## src/rtl/btn_event_ctrl_if.sv

```systemverilog
// Event channel between the button controller and the CPU IO port.
// master: the controller (drives the event register and overflow flag).
// slave:  the consumer (acknowledges events and clears overflow).
interface btn_event_ctrl_if;
  logic       evt_valid;
  logic [3:0] evt_id;
  logic [1:0] evt_type;
  logic       evt_ack;
  logic       overflow;
  logic       ovf_clr;

  modport master (
    output evt_valid, evt_id, evt_type, overflow,
    input  evt_ack, ovf_clr
  );

  modport slave (
    input  evt_valid, evt_id, evt_type, overflow,
    output evt_ack, ovf_clr
  );
endinterface

```

## src/rtl/btn_event_ctrl.sv

```systemverilog
// Push-button input controller.
// Each button has a synchronizer, a tick-based debouncer, an UP/DOWN/LONG
// state machine and one pending-event slot. A round-robin arbiter moves
// pending events into a single valid/ack output register.
// Optional feature: define BTN_AUTO_REPEAT_EN to emit REPEAT events every
// REPEAT_TICKS ticks while a button stays in LONG.

module btn_event_lane #(
  parameter int DB_TICKS     = 20,
  parameter int LONG_TICKS   = 1000,
  parameter int REPEAT_TICKS = 200
) (
  input  logic       clk,
  input  logic       rst,
  input  logic       tick,
  input  logic       btn_raw,
  input  logic       grant,
  output logic       level,
  output logic       pend_vld,
  output logic [1:0] pend_type,
  output logic       drop
);
  localparam int DBW      = $clog2(DB_TICKS + 1);
  localparam int HOLD_MAX = (LONG_TICKS > REPEAT_TICKS) ? LONG_TICKS : REPEAT_TICKS;
  localparam int HW       = $clog2(HOLD_MAX + 1);

  localparam logic [1:0] EV_PRESS   = 2'd0;
  localparam logic [1:0] EV_RELEASE = 2'd1;
  localparam logic [1:0] EV_LONG    = 2'd2;
`ifdef BTN_AUTO_REPEAT_EN
  localparam logic [1:0] EV_REPEAT  = 2'd3;
`endif

  typedef enum logic [1:0] {S_UP, S_DOWN, S_LONG} st_t;

  logic [1:0]     sync_ff;
  logic [DBW-1:0] db_cnt, db_nxt, db_inc;
  logic           lvl_nxt, acc;
  st_t            state, st_nxt;
  logic [HW-1:0]  hold_cnt, hold_nxt, hold_inc;
  logic           raise;
  logic [1:0]     raise_type;

  // Two-flop synchronizer for the raw pin.
  always_ff @(posedge clk) begin
    if (rst) sync_ff <= '0;
    else     sync_ff <= {sync_ff[0], btn_raw};
  end

  // Debounce: count consecutive ticks where the pin disagrees with the level.
  always_comb begin
    db_inc  = db_cnt + 1'b1;
    db_nxt  = db_cnt;
    lvl_nxt = level;
    acc     = 1'b0;
    if (tick) begin
      if (sync_ff[1] == level) begin
        db_nxt = '0;
      end else if (db_inc == DBW'(DB_TICKS)) begin
        db_nxt  = '0;
        lvl_nxt = ~level;
        acc     = 1'b1;
      end else begin
        db_nxt = db_inc;
      end
    end
  end

  // Press/long/release tracking; release wins over LONG/REPEAT on one tick.
  always_comb begin
    hold_inc   = (&hold_cnt) ? hold_cnt : hold_cnt + 1'b1;
    st_nxt     = state;
    hold_nxt   = hold_cnt;
    raise      = 1'b0;
    raise_type = EV_PRESS;
    if (tick) begin
      case (state)
        S_UP: if (acc) begin
          st_nxt     = S_DOWN;
          hold_nxt   = '0;
          raise      = 1'b1;
          raise_type = EV_PRESS;
        end
        S_DOWN: if (acc) begin
          st_nxt     = S_UP;
          raise      = 1'b1;
          raise_type = EV_RELEASE;
        end else begin
          hold_nxt = hold_inc;
          if (hold_inc == HW'(LONG_TICKS)) begin
            st_nxt     = S_LONG;
            raise      = 1'b1;
            raise_type = EV_LONG;
`ifdef BTN_AUTO_REPEAT_EN
            hold_nxt   = '0;
`endif
          end
        end
        S_LONG: if (acc) begin
          st_nxt     = S_UP;
          raise      = 1'b1;
          raise_type = EV_RELEASE;
        end
`ifdef BTN_AUTO_REPEAT_EN
        else begin
          hold_nxt = hold_inc;
          if (hold_inc == HW'(REPEAT_TICKS)) begin
            raise      = 1'b1;
            raise_type = EV_REPEAT;
            hold_nxt   = '0;
          end
        end
`endif
        default: st_nxt = S_UP;
      endcase
    end
  end

  // Lane state registers.
  always_ff @(posedge clk) begin
    if (rst) begin
      state    <= S_UP;
      level    <= 1'b0;
      db_cnt   <= '0;
      hold_cnt <= '0;
    end else begin
      state    <= st_nxt;
      level    <= lvl_nxt;
      db_cnt   <= db_nxt;
      hold_cnt <= hold_nxt;
    end
  end

  // A full slot not being drained this cycle cannot take a new event.
  assign drop = raise & pend_vld & ~grant;

  // Pending slot: a same-cycle grant frees room for the new event.
  always_ff @(posedge clk) begin
    if (rst) begin
      pend_vld  <= 1'b0;
      pend_type <= EV_PRESS;
    end else if (raise && (!pend_vld || grant)) begin
      pend_vld  <= 1'b1;
      pend_type <= raise_type;
    end else if (grant) begin
      pend_vld  <= 1'b0;
    end
  end
endmodule

module btn_event_ctrl #(
  parameter int N_BTN        = 5,
  parameter int TICK_DIV     = 100000,
  parameter int DB_TICKS     = 20,
  parameter int LONG_TICKS   = 1000,
  parameter int REPEAT_TICKS = 200
) (
  input  logic             clk,
  input  logic             rst,
  input  logic [N_BTN-1:0] btn_in,
  output logic [N_BTN-1:0] btn_level,
  btn_event_ctrl_if.master evt
);
  localparam int TW = $clog2(TICK_DIV);
  localparam int PW = (N_BTN > 1) ? $clog2(N_BTN) : 1;

  logic [TW-1:0]          tick_cnt;
  logic                   tick;
  logic [N_BTN-1:0]       pend_vld, grant, drop;
  logic [N_BTN-1:0][1:0]  pend_type;
  logic [PW-1:0]          rr_ptr, gnt_idx;
  logic [PW:0]            sum;
  logic                   found, load;

  assign tick = (tick_cnt == TW'(TICK_DIV - 1));

  // Shared sample tick divider.
  always_ff @(posedge clk) begin
    if (rst || tick) tick_cnt <= '0;
    else             tick_cnt <= tick_cnt + 1'b1;
  end

  for (genvar i = 0; i < N_BTN; i++) begin : g_lane
    btn_event_lane #(
      .DB_TICKS    (DB_TICKS),
      .LONG_TICKS  (LONG_TICKS),
      .REPEAT_TICKS(REPEAT_TICKS)
    ) u_lane (
      .clk      (clk),
      .rst      (rst),
      .tick     (tick),
      .btn_raw  (btn_in[i]),
      .grant    (grant[i]),
      .level    (btn_level[i]),
      .pend_vld (pend_vld[i]),
      .pend_type(pend_type[i]),
      .drop     (drop[i])
    );
  end

  assign load = ~evt.evt_valid | evt.evt_ack;

  // Round-robin search: first pending slot at or above rr_ptr, wrapping.
  always_comb begin
    found   = 1'b0;
    gnt_idx = '0;
    sum     = '0;
    for (int k = 0; k < N_BTN; k++) begin
      sum = {1'b0, rr_ptr} + (PW+1)'(k);
      if (sum >= (PW+1)'(N_BTN)) sum = sum - (PW+1)'(N_BTN);
      if (!found && pend_vld[sum[PW-1:0]]) begin
        found   = 1'b1;
        gnt_idx = sum[PW-1:0];
      end
    end
  end

  // One-hot grant back to the lanes, only when the output register loads.
  always_comb begin
    grant = '0;
    if (load && found) grant[gnt_idx] = 1'b1;
  end

  // Output event register; id/type hold while waiting for ack.
  always_ff @(posedge clk) begin
    if (rst) begin
      evt.evt_valid <= 1'b0;
      evt.evt_id    <= '0;
      evt.evt_type  <= '0;
      rr_ptr        <= '0;
    end else if (load) begin
      if (found) begin
        evt.evt_valid <= 1'b1;
        evt.evt_id    <= 4'(gnt_idx);
        evt.evt_type  <= pend_type[gnt_idx];
        rr_ptr        <= (gnt_idx == PW'(N_BTN - 1)) ? '0 : gnt_idx + 1'b1;
      end else begin
        evt.evt_valid <= 1'b0;
      end
    end
  end

  // Sticky overflow; a new drop beats a clear in the same cycle.
  always_ff @(posedge clk) begin
    if (rst)              evt.overflow <= 1'b0;
    else if (|drop)       evt.overflow <= 1'b1;
    else if (evt.ovf_clr) evt.overflow <= 1'b0;
  end
endmodule

```

## src/flat_wrapper.sv

```systemverilog
// flat-port wrapper written by rule: the top's interface ports become plain ports
module btn_event_ctrl_flat 
#(
  parameter int N_BTN        = 5,
  parameter int TICK_DIV     = 100000,
  parameter int DB_TICKS     = 20,
  parameter int LONG_TICKS   = 1000,
  parameter int REPEAT_TICKS = 200
)
  (clk, rst, btn_in, btn_level, evt_evt_valid, evt_evt_id, evt_evt_type, evt_overflow, evt_evt_ack, evt_ovf_clr);
  btn_event_ctrl_if evt_i ();
  input  logic clk;
  input  logic rst;
  input  logic [N_BTN-1:0] btn_in;
  output logic [N_BTN-1:0] btn_level;
  output wire logic [$bits(evt_i.evt_valid)-1:0] evt_evt_valid;
  output wire logic [$bits(evt_i.evt_id)-1:0] evt_evt_id;
  output wire logic [$bits(evt_i.evt_type)-1:0] evt_evt_type;
  output wire logic [$bits(evt_i.overflow)-1:0] evt_overflow;
  input wire logic [$bits(evt_i.evt_ack)-1:0] evt_evt_ack;
  input wire logic [$bits(evt_i.ovf_clr)-1:0] evt_ovf_clr;
  assign evt_evt_valid = evt_i.evt_valid;
  assign evt_evt_id = evt_i.evt_id;
  assign evt_evt_type = evt_i.evt_type;
  assign evt_overflow = evt_i.overflow;
  assign evt_i.evt_ack = evt_evt_ack;
  assign evt_i.ovf_clr = evt_ovf_clr;
  btn_event_ctrl #(.N_BTN(N_BTN), .TICK_DIV(TICK_DIV), .DB_TICKS(DB_TICKS), .LONG_TICKS(LONG_TICKS), .REPEAT_TICKS(REPEAT_TICKS)) u_core (.clk(clk), .rst(rst), .btn_in(btn_in), .btn_level(btn_level), .evt(evt_i));
endmodule
```

## config.mk

```make
export PLATFORM = sky130hd
export DESIGN_NAME = btn_event_ctrl_flat
export DESIGN_NICKNAME = d
export VERILOG_FILES = /design/src/rtl/btn_event_ctrl_if.sv /design/src/rtl/btn_event_ctrl.sv /design/src/flat_wrapper.sv
export SDC_FILE = /design/constraint.sdc
export NUM_CORES = 1
export LEC_CHECK = 0
export BUFFER_PORTS_ARGS = -buffer_cell sky130_fd_sc_hd__clkbuf_2
export CORE_AREA = 5 5 122 181
export DETAILED_ROUTE_END_ITERATION = 8
export DIE_AREA = 0 0 127 186
export GPL_ROUTABILITY_DRIVEN = 0
export PLACE_DENSITY = 0.77
export SYNTH_ARGS = -nofsm -noshare
export SYNTH_HDL_FRONTEND = slang
export SYNTH_HIERARCHICAL = 1
export SYNTH_SLANG_ARGS = --single-unit
```

## constraint.sdc

```tcl
create_clock -name clk -period 6.4 [get_ports clk]
set_input_delay 0.96 -clock clk [delete_from_list [all_inputs] [get_ports clk]]
set_output_delay 0.96 -clock clk [all_outputs]
set_load 0.005 [all_outputs]
```

==> results by group <==
Clocking
  – # clock sinks: 142
  – CTS max path bufs: 2
  – PostCTS Resize Cnt: 0
  – Latest clock arrival within the worst-skew pair: 430 ps
  – Post CTS Setup Buffer Count: 0
  – Reg clk slew, reported paths: 70 ps
  – Hold_buf cts: 0
  – H-tree Lvls: 4
  – Root Buffer: clkbuf_16
  – Num CTS Buffers: 17
  – TritonCTS clock tree: done

Worst setup path
  – Startpoint Class: flip-flop
  – CP required: 6770 ps
  – CP endpoint kind: flip-flop
  – R2R cell count: 14
  – Reg2Reg Capture Point: u_core/g_lane[0].u_lane/pend_type[1]
  – RR Startpoint: u_core/rr_ptr[1]
  – Setup CP Type: flip-flop to flip-flop
  – CP arrival: 5470 ps
  – Worst-path fanout max: 16
  – R2R setup slack: 1300 ps

Layout
  – ANT cells: 0
  – Most frequent cells in the layout: dfxtp_1 (142), nor2_1 (119), a21oi_1 (112)
  – Layout area overhead: 7.94%
  – Area of the multi-input gates: 6610 µm²
  – Commonest non-fill, non-tap cell in the layout: dfxtp_1
  – Nets: 1261
  – Register area: 2840 µm²
  – Filler cells: 1922
  – Layout cells sized above 1: 0.104

Routing
  – DR iter-0 viols: 517
  – WL final: 23.4 mm
  – DRC viols: 0
  – WL per Instance: 15.7 µm
  – First-pass DRT Iterations: 4
  – Post-DRT Antenna Nets: 0
  – DR vias: 9355
  – Vias per std cell: 6.28

Place
  – Hpwl dp: 16.7 mm
  – Port-buffer cells: 20

STA
  – Setup_tns: 0 ps
  – Slew @ Worst Pin: 862 ps
  – Max frequency: 196 MHz
  – RSZ-0062 raised after global routing: false
  – Hold Slack: 430 ps
  – Period minus WS final: 5100 ps
  – Hold Fails Final Rpt: 0
  – Max Transition Viols Final: 0
  – Final setup fails: 0
  – Final period util: 0.797
  – Max-slew headroom: 0.426
  – Clock skew: 9.19 ps

Global route
  – Largest net degree at the start of global routing: 82
  – Grt ovf: 0
  – First-pass GRT wire length: 40.2 mm
  – Vias in the first global route: 9070
  – Number of antenna violations at the first check in global routing: 0
  – Total track usage: 0.200

Run status
  – Status: complete, no violations

Power
  – Pwr Total: 0.00204 W
  – Leakage power: 3.53 nW
  – PD cells: 190 nW/µm²
  – Peak VDD IR: 0.174 mV

Logic synthesis
  – Dominant register cell in the synthesized netlist: dfxtp_1
  – Cells after Synth: 1219
  – Synth async-reset ratio: 0
  – Synthesized flop and latch total: 142
  – Unique masters post-synth: 90
  – Sequential area share after synthesis: 0.286
  – Post-synth EDFFs: 0
  – Synthesized area per cell: 8.15 µm²
  – Syn nets: 1268
  – Post-Syn Area: 9930 µm²
  – Yosys warns: 6

Floorplan
  – Initial Util: 0.488
  – Die Y: 186 µm
  – # rows: 64
  – Die ar.: 23600 µm²
  – Die Wd: 127 µm
  – Core Area: 20300 µm²
  – I/O pin count: 22

Hold path
  – Hold Path End: u_core/g_lane[1].u_lane/sync_ff[1]
  – Worst hold path class: flip-flop to flip-flop
  – Hold Path Depth: 1
  – Worst hold path startpoint: u_core/g_lane[1].u_lane/sync_ff[0]

Run
  – Max Cap Viol: 0
==> worst max-delay path, cell delays in order, from the launching register on <==
cell	delay, ps
dfxtp_1	700
inv_1	280
ha_1	660
mux2_1	420
mux4_2	500
a21boi_4	250
nand4_4	140
or3_1	530
a221oi_4	350
nor2b_1	160
nand2b_1	200
nand4b_1	120
a2111oi_1	430
a21oi_1	130
a21oi_1	160
==> sequential cells by signal, indices dropped and copies added, names as in the netlist <==
name and flops:
u_core/g_lane.u_lane/db_cnt 25, u_core/evt.overflow 1, u_core/evt.evt_type 2, u_core/tick_cnt 17, u_core/g_lane.u_lane/state 10, u_core/rr_ptr 3, u_core/g_lane.u_lane/sync_ff 10, u_core/g_lane.u_lane/pend_type 10
u_core/evt.evt_valid 1, u_core/evt.evt_id 3, u_core/g_lane.u_lane/level 5, u_core/g_lane.u_lane/pend_vld 5, u_core/g_lane.u_lane/hold_cnt 50
==> per-stage QoR <==
step           instance area [µm²]   util  std cells  setup slack [ps]
2_1_floorplan                 9930      -       1219              1990
3_3_place_gp                 10100  0.495       1457              1530
3_5_place_dp                 10100  0.495       1457              1410
4_1_cts                      10700  0.527       1489              1370
5_1_grt                      10700  0.527       1489               883
6_report                     10700  0.527       1489              1300
==> how the worst max path moves through the flow <==
stage                        from                                    to  slack (ps)  depth (start not counted)
6_report         u_core/rr_ptr[1]  u_core/g_lane[0].u_lane/pend_type[1]        1300                         14
4_1_cts          u_core/rr_ptr[1]  u_core/g_lane[0].u_lane/pend_type[1]        1370                         14
3_3_place_gp     u_core/rr_ptr[1]  u_core/g_lane[0].u_lane/pend_type[1]        1530                         14
5_1_grt          u_core/rr_ptr[1]  u_core/g_lane[0].u_lane/pend_type[1]         880                         14
3_5_place_dp     u_core/rr_ptr[1]  u_core/g_lane[0].u_lane/pend_type[1]        1410                         14
2_1_floorplan  u_core/tick_cnt[5]   u_core/g_lane[0].u_lane/hold_cnt[0]        1990                          8
==> synthesized netlist by cell type (all sizes together), types with 17 or more instances <==
library cell / number / area share
dfxtp: 142 / 0.29
nor2b: 32 / 0.020
mux2i: 17 / 0.017
nor3: 42 / 0.021
o211ai: 24 / 0.019
nand4b: 21 / 0.019
inv: 43 / 0.016
clkbuf: 25 / 0.0096
o21ai: 73 / 0.039
ha: 39 / 0.049
and3: 31 / 0.023
a31oi: 29 / 0.018
nand3: 47 / 0.024
nand2: 84 / 0.032
a21oi: 113 / 0.058
buf: 24 / 0.023
xnor2: 20 / 0.018
nor2: 119 / 0.045
==> logic make-up after synthesis <==
| family | synth area share |
|---|---|
| AND/OR/NAND/NOR | 0.272 |
| AO/OA/AOI/OAI | 0.277 |
| flip-flops | 0.286 |
| buffers and inverters | 0.0491 |
| adder cells (fa/ha/maj) | 0.0512 |
| XOR/XNOR | 0.0317 |
| multiplexers | 0.0330 |
| other | 0.000378 |
==> report_power, final <==
group,leakage [nW],internal (W),switching (W)
clock,0.323,0.000684,0.000423
sequential,1.15,0.000891,0.00000632
combinational,2.06,0.0000119,0.0000228
==> routing by layer <==
layer / track usage / share of wire / vias to the layer above
met4: 0.0897 / 0.036 / 0
met2: 0.377 / 0.52 / 265
met1: 0.213 / 0.41 / 4420
met3: 0.0385 / 0.042 / 73
li1: - / - / 4597
met5: 0 / 0 / -
==> layout make-up <==
type / count / area share
clock buffers: 19 / 0.0423
clock inverters: 13 / 0.0187
inverters: 43 / 0.0151
multi-input cells: 985 / 0.616
flip-flops and latches: 142 / 0.265
well taps: 264 / 0.0308
repair buffers: 23 / 0.0117
No activity file was read; power rests on OpenSTA's default activity.
